`src/rtl/ctrl_router_if.sv`:
```
// Front-panel control bus shared between the panel side (master) and
// ctrl_router (slave): request inputs in one direction, channel outputs back.
interface ctrl_router_if #(
    parameter int NUM_CH = 3,
    parameter int DATA_W = 8,
    parameter int MODE_W = 2
);
    localparam int CH_W = $clog2(NUM_CH);

    logic                          select_valid;
    logic [CH_W-1:0]               select_ch;
    logic [DATA_W-1:0]             data_in;
    logic [MODE_W-1:0]             mode_in;
    logic                          enter;
    logic                          commit_all;
    logic [NUM_CH*DATA_W-1:0]      ch_data;
    logic [NUM_CH*MODE_W-1:0]      ch_mode;
    logic [CH_W-1:0]               active_ch;
    logic [NUM_CH-1:0]             dirty;
    logic [NUM_CH-1:0]             commit_pulse;
    logic [CH_W+MODE_W+DATA_W-1:0] status;

    modport master (
        output select_valid, select_ch, data_in, mode_in, enter, commit_all,
        input  ch_data, ch_mode, active_ch, dirty, commit_pulse, status
    );

    modport slave (
        input  select_valid, select_ch, data_in, mode_in, enter, commit_all,
        output ch_data, ch_mode, active_ch, dirty, commit_pulse, status
    );
endinterface

```
`src/rtl/ctrl_router.sv`:
```
// Fans one front-panel control bus out to NUM_CH channels: staged shadow data,
// edge-triggered commits, live mode bits and a registered display status word.
module ctrl_router #(
    parameter int NUM_CH = 3,
    parameter int DATA_W = 8,
    parameter int MODE_W = 2
) (
    input  logic        clock,
    input  logic        reset,
    ctrl_router_if.slave bus
);
    localparam int CH_W     = $clog2(NUM_CH);
    localparam int STATUS_W = CH_W + MODE_W + DATA_W;

    logic [DATA_W-1:0]   shadow_q [NUM_CH];
    logic [DATA_W-1:0]   data_q   [NUM_CH];
    logic [MODE_W-1:0]   mode_q   [NUM_CH];
    logic [CH_W-1:0]     active_q;
    logic                enter_q;
    logic                commit_all_q;
    logic [NUM_CH-1:0]   pulse_q;
    logic [STATUS_W-1:0] status_q;

    logic                     select_ok;
    logic                     enter_rise;
    logic                     all_rise;
    logic [NUM_CH-1:0]        dirty_w;
    logic [NUM_CH-1:0]        commit_mask;
    logic [NUM_CH*DATA_W-1:0] ch_data_w;
    logic [NUM_CH*MODE_W-1:0] ch_mode_w;

    assign select_ok  = bus.select_valid && ({1'b0, bus.select_ch} < (CH_W+1)'(NUM_CH));
    assign enter_rise = bus.enter & ~enter_q;
    assign all_rise   = bus.commit_all & ~commit_all_q;

    // A select cycle swallows any edge; commit_all overrides a coincident enter.
    always_comb begin
        dirty_w     = '0;
        commit_mask = '0;
        ch_data_w   = '0;
        ch_mode_w   = '0;
        for (int unsigned c = 0; c < NUM_CH; c++) begin
            dirty_w[c] = (shadow_q[c] != data_q[c]);
            ch_data_w[c*DATA_W +: DATA_W] = data_q[c];
            ch_mode_w[c*MODE_W +: MODE_W] = mode_q[c];
            if (!select_ok) begin
                if (all_rise)
                    commit_mask[c] = dirty_w[c];
                else if (enter_rise && (CH_W'(c) == active_q))
                    commit_mask[c] = dirty_w[c];
            end
        end
    end

    always_ff @(posedge clock) begin
        if (reset) begin
            for (int unsigned c = 0; c < NUM_CH; c++) begin
                shadow_q[c] <= '0;
                data_q[c]   <= '0;
                mode_q[c]   <= '0;
            end
            active_q     <= '0;
            pulse_q      <= '0;
            status_q     <= '0;
            // Held buttons at reset release must not look like a fresh press.
            enter_q      <= 1'b1;
            commit_all_q <= 1'b1;
        end else begin
            enter_q      <= bus.enter;
            commit_all_q <= bus.commit_all;
            pulse_q      <= commit_mask;
            status_q     <= {active_q, mode_q[active_q], data_q[active_q]};
            if (select_ok) begin
                active_q <= bus.select_ch;
            end else begin
                shadow_q[active_q] <= bus.data_in;
                mode_q[active_q]   <= bus.mode_in;
                for (int unsigned c = 0; c < NUM_CH; c++) begin
                    if (commit_mask[c])
                        data_q[c] <= shadow_q[c];
                end
            end
        end
    end

    assign bus.ch_data      = ch_data_w;
    assign bus.ch_mode      = ch_mode_w;
    assign bus.active_ch    = active_q;
    assign bus.dirty        = dirty_w;
    assign bus.commit_pulse = pulse_q;
    assign bus.status       = status_q;
endmodule

```
`src/flat_wrapper.sv`:
```
// flat-port wrapper written by rule: the top's interface ports become plain ports
module ctrl_router_flat 
#(
    parameter int NUM_CH = 3,
    parameter int DATA_W = 8,
    parameter int MODE_W = 2
)
  (clock, reset, bus_select_valid, bus_select_ch, bus_data_in, bus_mode_in, bus_enter, bus_commit_all, bus_ch_data, bus_ch_mode, bus_active_ch, bus_dirty, bus_commit_pulse, bus_status);
  ctrl_router_if #(.NUM_CH(NUM_CH), .DATA_W(DATA_W), .MODE_W(MODE_W)) bus_i ();
  input  logic clock;
  input  logic reset;
  input wire logic [$bits(bus_i.select_valid)-1:0] bus_select_valid;
  input wire logic [$bits(bus_i.select_ch)-1:0] bus_select_ch;
  input wire logic [$bits(bus_i.data_in)-1:0] bus_data_in;
  input wire logic [$bits(bus_i.mode_in)-1:0] bus_mode_in;
  input wire logic [$bits(bus_i.enter)-1:0] bus_enter;
  input wire logic [$bits(bus_i.commit_all)-1:0] bus_commit_all;
  output wire logic [$bits(bus_i.ch_data)-1:0] bus_ch_data;
  output wire logic [$bits(bus_i.ch_mode)-1:0] bus_ch_mode;
  output wire logic [$bits(bus_i.active_ch)-1:0] bus_active_ch;
  output wire logic [$bits(bus_i.dirty)-1:0] bus_dirty;
  output wire logic [$bits(bus_i.commit_pulse)-1:0] bus_commit_pulse;
  output wire logic [$bits(bus_i.status)-1:0] bus_status;
  assign bus_i.select_valid = bus_select_valid;
  assign bus_i.select_ch = bus_select_ch;
  assign bus_i.data_in = bus_data_in;
  assign bus_i.mode_in = bus_mode_in;
  assign bus_i.enter = bus_enter;
  assign bus_i.commit_all = bus_commit_all;
  assign bus_ch_data = bus_i.ch_data;
  assign bus_ch_mode = bus_i.ch_mode;
  assign bus_active_ch = bus_i.active_ch;
  assign bus_dirty = bus_i.dirty;
  assign bus_commit_pulse = bus_i.commit_pulse;
  assign bus_status = bus_i.status;
  ctrl_router #(.NUM_CH(NUM_CH), .DATA_W(DATA_W), .MODE_W(MODE_W)) u_core (.clock(clock), .reset(reset), .bus(bus_i));
endmodule
```
`config.mk`:
```
export PLATFORM = sky130hd
export DESIGN_NAME = ctrl_router_flat
export DESIGN_NICKNAME = d
export VERILOG_FILES = /design/src/rtl/ctrl_router_if.sv /design/src/rtl/ctrl_router.sv /design/src/flat_wrapper.sv
export SDC_FILE = /design/constraint.sdc
export NUM_CORES = 1
export LEC_CHECK = 0
export CAP_MARGIN = 20
export CORE_MARGIN = 1.5
export CORE_UTILIZATION = 30
export CTS_BUF_LIST = sky130_fd_sc_hd__clkbuf_8 sky130_fd_sc_hd__clkbuf_16
export CTS_CLUSTER_DIAMETER = 150
export CTS_CLUSTER_SIZE = 20
export DETAILED_ROUTE_END_ITERATION = 8
export HOLD_SLACK_MARGIN = 0.1
export PLACE_DENSITY_LB_ADDON = 0.25
export SLEW_MARGIN = 20
export SYNTH_ARGS = -nofsm -noshare
export SYNTH_HDL_FRONTEND = slang
export SYNTH_SLANG_ARGS = --single-unit
```
`constraint.sdc`:
```
create_clock -name clock -period 1.7 [get_ports clock]
set_clock_uncertainty 0.1 [all_clocks]
set_input_delay 0.17 -clock clock [delete_from_list [all_inputs] [get_ports clock]]
set_output_delay 0.17 -clock clock [all_outputs]
set_load 0.03 [all_outputs]
```
* After elaboration in Yosys (flattened, before gate mapping)
Memories as Yosys holds them, arrays and structs flattened. A register that Yosys moved wholly into a read port is not among the register bits.
Cells that the tools add are included.
** Cells by class
- Magnitude comparators :: 1
- Equal/unequal tests :: 5
- Mux-type cells :: 35
- Bitwise operators :: 7
- Reductions and logical operators :: 7
** Operator list (count)
- 8-bit 2-to-1 mux :: 4
- 1-bit 2-to-1 mux :: 28
- 8-bit != test :: 3
- 8-bit OR reduction :: 1
- 2-bit 2-to-1 mux :: 3
- 1-bit logical AND :: 4
- 1-bit bitwise OR :: 3
- 1-bit AND :: 2
- 1-bit by 2-bit equality test with 1-bit output, first input constant :: 1
- 2-bit equality test, first input constant :: 1
- 2-bit logical NOT :: 1
- 2-bit less-than comparator, second input constant :: 1
- 1-bit inverter :: 2
- 2-bit OR reduction :: 1
** Word-level totals
- Register bits :: 19
- Bits in writable memories :: 54
- Input bits :: 17
- Output and inout bits :: 50
- Word-level logic and storage cells :: 63
- Memories kept :: 3
** Memories
- u_core.data_q :: depth 3, bits a word 8, rd ports 4, clocked after Yosys merged registers in 1, wr ports 3, line ctrl_router.sv:16 : logic [DATA_W-1:0] data_q [NUM_CH];
- u_core.shadow_q :: depth 3, bits a word 8, rd ports 3, clocked after Yosys merged registers in 0, wr ports 3, line ctrl_router.sv:15 : logic [DATA_W-1:0] shadow_q [NUM_CH];
- u_core.mode_q :: depth 3, bits a word 2, rd ports 4, clocked after Yosys merged registers in 1, wr ports 3, line ctrl_router.sv:17 : logic [MODE_W-1:0] mode_q [NUM_CH];

* Depth between registers and ports, before layout
- Depth after elaboration :: 11
- Mapped depth :: 6

* Least setup slack after synthesis
Ideal clock, no wire load.
- Path kind :: register -> register
- From :: register u_core.active_q[1] (netlist: u_core.bus.active_ch[1])
- To :: memory u_core.data_q[2][0], enable pin
- Library setup time :: 0.375 ns
- Data arrival time :: 1.446 ns
- Data required time :: 1.225 ns
- Slack :: -0.220 ns
- Cell stages (with the launch flop) :: 6
- Buffers on the path :: 1
- Cell sequence :: dfxtp_1 -> buf_6 -> nand2b_4 -> o21ai_2 -> o21ai_0 -> o21bai_1
** RTL lines
- from (decl) :: line ctrl_router.sv:18 : logic [CH_W-1:0] active_q;
- from (signal assigned) :: line ctrl_router.sv:74 : active_q <= bus.select_ch;
- to (decl) :: line ctrl_router.sv:16

==> reports/qor_table.md <==
| Group | Parameter | Value |
| --- | --- | --- |
| run status | Status | complete, but fails checks |
| run status | Failing checks | setup timing |
| sta | Setup TNS after final layout | -6593 ps |
| clocking | CTS tree | done |
| routing | Number of remaining DRC errors | 0 |
| sta | Slew HR | 77.61% |
| die | Initial core utilization | 30.55% |
| finish | Combined area of the multi-input logic cells | 0.001264 mm^2 |
| global routing | Via count of the first global-routing pass | 2362 |
| routing | Number of optimization iterations in the first detailed-route pass | 4 |
| synth | Synthesized cell area | 0.003458 mm^2 |
| clocking | Depth of the CTS H-tree | 3 |
| routing | DR WL met2 | 3.971 mm |
| routing | Total met3 wirelength after detailed routing | 442 um |
| die | Number of placement rows | 39 |
| synth | Total nets after synthesis | 292 |
| setup path | Peak fanout along the critical path | 8 |
| placed design | Place WS | -248.0 ps |
| setup path | Critical Path Start Type | flip-flop |
| synth | Number of enable flip-flop cells after synthesis | 56 |
| global routing | Maximum number of pins on one net before global-route repair | 26 |
| synth | Yosys reg bits | 75 |
| synth | Cell count after synthesis | 275 |
| global routing | GR Overflow Total | 0 |
| die | Overall die area | 0.01218 mm^2 |
| synth | Main combinational cell family by area after synthesis | simple AND/OR/NAND/NOR gates |
| sta | Maximum clock rate | 521.4 MHz |
| setup path | Worst Path Arrival | 1900 ps |
| synth | Fraction of the mapped netlist area in simple logic gates | 14.51% |
| routing | Wire length after detailed routing | 8.001 mm |
| finish | Fraction of final layout cells sized beyond drive strength 1 | 29.35% |
| global routing | Wire length of the first global-routing pass | 12.45 mm |
| synth | Fraction of synthesized cell area taken by the top area cell type | 48.63% |
| setup path | Setup slack of the worst register-to-register path | -220 ps |
| routing | Wire length per cell | 14.65 um |
| setup path | CP Capture Type | flip-flop |
| finish | Net count, final | 414 |
| sta | Post-route fraction of the period consumed by the critical path | 112.8% |
| worst hold path | Worst hold path stage count | 2 |
| synth | Yosys warns | 0 |
| flow run | # Max-Cap Violations | 0 |
| die | Floorplan die height | 110.4 um |
| global routing | Total Routing Usage GR | 14.23% |
| routing | Starting DRT DRC Count | 144 |
| clocking | Root cell of the clock tree | sky130_fd_sc_hd__clkbuf_16 |
| setup path | Required time reported for the critical path endpoint | 1680 ps |
| synth | Share of cell area taken by muxes after synthesis | 3.618% |
| clocking | Total CTS buffers | 9 |
| routing | Via count | 2387 |
| sta | RSZ-0062 raised after global routing | yes |
| clocking | Clock Sink Count | 75 |
| worst hold path | Worst hold path class | in2reg |
| synth | Sequential-to-total area share from yosys stat | 59.62% |
| power | Highest ir drop seen on vdd | 0.4999 mV |
| routing | Wire length on met1 | 3.452 mm |
| setup path | Number of cells on the worst reg-to-reg path | 6 |
| synth | Fraction of the mapped netlist area in compound gates | 9.551% |
| placed design | Final GP Congestion | 0.7709 |
| sta | Final worst slack | -218.1 ps |
| setup path | Launch point of the critical path | u_core.data_q[1][5]$_SDFFCE_PN0P_ |
| placed design | Number of input and output port buffers inserted | 66 |
| synth | Async set or reset register ratio after synthesis | 0% |
| synth | Most used flip-flop cell after synthesis | sky130_fd_sc_hd__edfxtp_1 |
| setup path | Start-to-end type of the worst setup path | reg2reg |
| clocking | Later-pin clock latency in the skew report | 330 ps |
| die | Die W | 110.4 um |
| routing | Post-detailed-route via-to-cell ratio | 4.372 |
| routing | Number of antenna-violating nets in the routed design | 0 |
| placed design | Half-perimeter wire length after detailed placement | 6.053 mm |
| global routing | Antenna violations before repair | 0 |
| routing | Highest routed layer | met4 |
| synth | Area contributors post-synth | sky130_fd_sc_hd__edfxtp_1 49%, sky130_fd_sc_hd__dfxtp_1 11%, sky130_fd_sc_hd__xnor2_1 6.1% |
| sta | Worst-margin pin slew | 335.3 ps |
| setup path | Endpoint of the most critical register-to-register path | u_core.data_q[1][0]$_SDFFCE_PN0P_ |
| synth | Xor/xnor cell area share of the yosys netlist | 6.078% |
| synth | Top cells by count, synth | 56 x sky130_fd_sc_hd__edfxtp_1, 30 x sky130_fd_sc_hd__and2_1, 27 x sky130_fd_sc_hd__inv_1 |
| power | Leakage | 2.084 nW |
| die | Floorplan Core Area | 0.01132 mm^2 |
| synth | Post-synthesis area per instance | 12.58 um^2 |
| clocking | Maximum buffer depth of the clock tree | 2 |
| synth | Count of different cell masters after synthesis | 34 |
| finish | Number of fillers in the final layout | 1059 |
| die | Boundary pin count | 67 |
| power | Total power divided by cell area | 998.7 mW/mm^2 |
| clocking | Clock edge transition at the registers on the reported setup and hold paths | 60 ps |
| setup path | RR Startpoint | u_core.data_q[1][5]$_SDFFCE_PN0P_ |
| synth | Cell taking the most area after synthesis | sky130_fd_sc_hd__edfxtp_1 |
| setup path | Endpoint of the worst setup timing path | u_core.data_q[1][0]$_SDFFCE_PN0P_ |
| synth | Cell with the most instances after synthesis | sky130_fd_sc_hd__edfxtp_1 |
| sta | Total count of max-transition violations in the final report | 0 |
| finish | Area growth from synthesis to final layout | 48.23% |
| sta | Final setup violation count | 44 |
| sta | Endpoints failing hold | 0 |
| finish | FF/Latch Area | 0.002063 mm^2 |
| synth | Post-synthesis share of cell area spent on full adders, half adders and majority gates | 0% |
| sta | Fin Hold WS | 326.5 ps |
| sta | Min Tclk post-route | 1918 ps |
worst min-delay path by stage:
stage / from / end / slack, ps
global placement: u_core.data_q[2][4]$_SDFFCE_PN0P_ / u_core.bus.status[4]$_SDFF_PP0_ / 520
floorplan: reset / u_core.bus.status[10]$_SDFF_PP0_ / 140
CTS: bus_commit_all / u_core.commit_all_q$_SDFF_PP1_ / 320
global route: bus_commit_all / u_core.commit_all_q$_SDFF_PP1_ / 330
finish: bus_commit_all / u_core.commit_all_q$_SDFF_PP1_ / 330
detailed placement: u_core.data_q[2][2]$_SDFFCE_PN0P_ / u_core.bus.status[2]$_SDFF_PP0_ / 520
placed cells by master (no fill, tap or decap), types with 8 or more instances in the layout:
master / netlist / routed
sky130_fd_sc_hd__dlygate4sd2_1: 0 / 23
sky130_fd_sc_hd__inv_1: 27 / 27
sky130_fd_sc_hd__nor2_1: 18 / 18
sky130_fd_sc_hd__a21oi_1: 8 / 8
sky130_fd_sc_hd__clkdlybuf4s50_1: 0 / 36
sky130_fd_sc_hd__clkbuf_16: 0 / 9
sky130_fd_sc_hd__xnor2_1: 24 / 21
sky130_fd_sc_hd__a31oi_1: 21 / 18
sky130_fd_sc_hd__buf_6: 8 / 10
sky130_fd_sc_hd__buf_4: 0 / 52
sky130_fd_sc_hd__and2_1: 30 / 30
sky130_fd_sc_hd__edfxtp_1: 56 / 56
sky130_fd_sc_hd__mux2i_1: 8 / 8
sky130_fd_sc_hd__dfxtp_1: 19 / 18
power breakdown:
group	leakage (nW)	switching [mW]	internal (mW)
sequential	0.737	0.0779	2.09
combinational	1.18	0.404	0.371
clock	0.171	0.745	1.43
total	2.08	1.23	3.89
state kept, by name, indices dropped and copies added, names as in the netlist:
name and cells:
u_core.bus.commit_pulse 3, u_core.mode_q 8, u_core.shadow_q 24, u_core.bus.active_ch 2, u_core.data_q 24, u_core.enter_q 1
u_core.bus.status 12, u_core.commit_all_q 1
layer usage:
layer | vias to the layer above | global-route usage [%]
met2 | 56 | 24.03
met5 | - | 0
met1 | 1123 | 18.08
li1 | 1199 | -
met3 | 9 | 2.352
met4 | 0 | 5.952
cell type report:
class                           instances  share of cell area [%]
Clock inverter                          7                   2.270
Timing Repair Buffer                  127                   22.92
Tap cell                              143                   3.490
Antenna cell                            1                 0.04882
Clock buffer                            9                   4.393
Inverter                               27                   1.977
Sequential cell                        75                   40.25
Multi-Input combinational cell        157                   24.65
worst max-delay path: stages (launching register included):
cell and delay (ps):
sky130_fd_sc_hd__edfxtp_1 400, sky130_fd_sc_hd__xnor2_1 180, sky130_fd_sc_hd__nand4_1 160, sky130_fd_sc_hd__buf_4 180, sky130_fd_sc_hd__o211ai_4 240, sky130_fd_sc_hd__bufbuf_16 320, sky130_fd_sc_hd__a31oi_2 80
cells by family (layout without fill, tap and decap cells):
group / after synthesis / count (layout)
compound gates: 41 / 41
xor+xnor: 24 / 24
buf+inv: 43 / 170
flops: 75 / 75
mux: 10 / 10
other cells: 0 / 1
simple gates: 82 / 82
stage by stage:
step / cells / total power [mW] / instance area, um^2 / utilization [%]
after floorplan: 275 / 2.608 / 3477 / -
final: 546 / 5.120 / 5126 / 45.28
after global routing: 545 / 5.306 / 5124 / 45.26
after global placement: 514 / 2.951 / 4584 / 40.50
after detailed placement: 514 / 2.960 / 4584 / 40.50
after CTS: 544 / 5.158 / 5119 / 45.21
what timing repair did:
action                                  in CTS  in global routing
endpoints found under the setup margin      75                 55
pin swaps                                   20                 16
hold buffers                                 0                  0
resized for setup                           45                  8
setup buffers                               14                  3
gates cloned                                 2                  0
No activity file was read; power rests on OpenSTA's default activity.
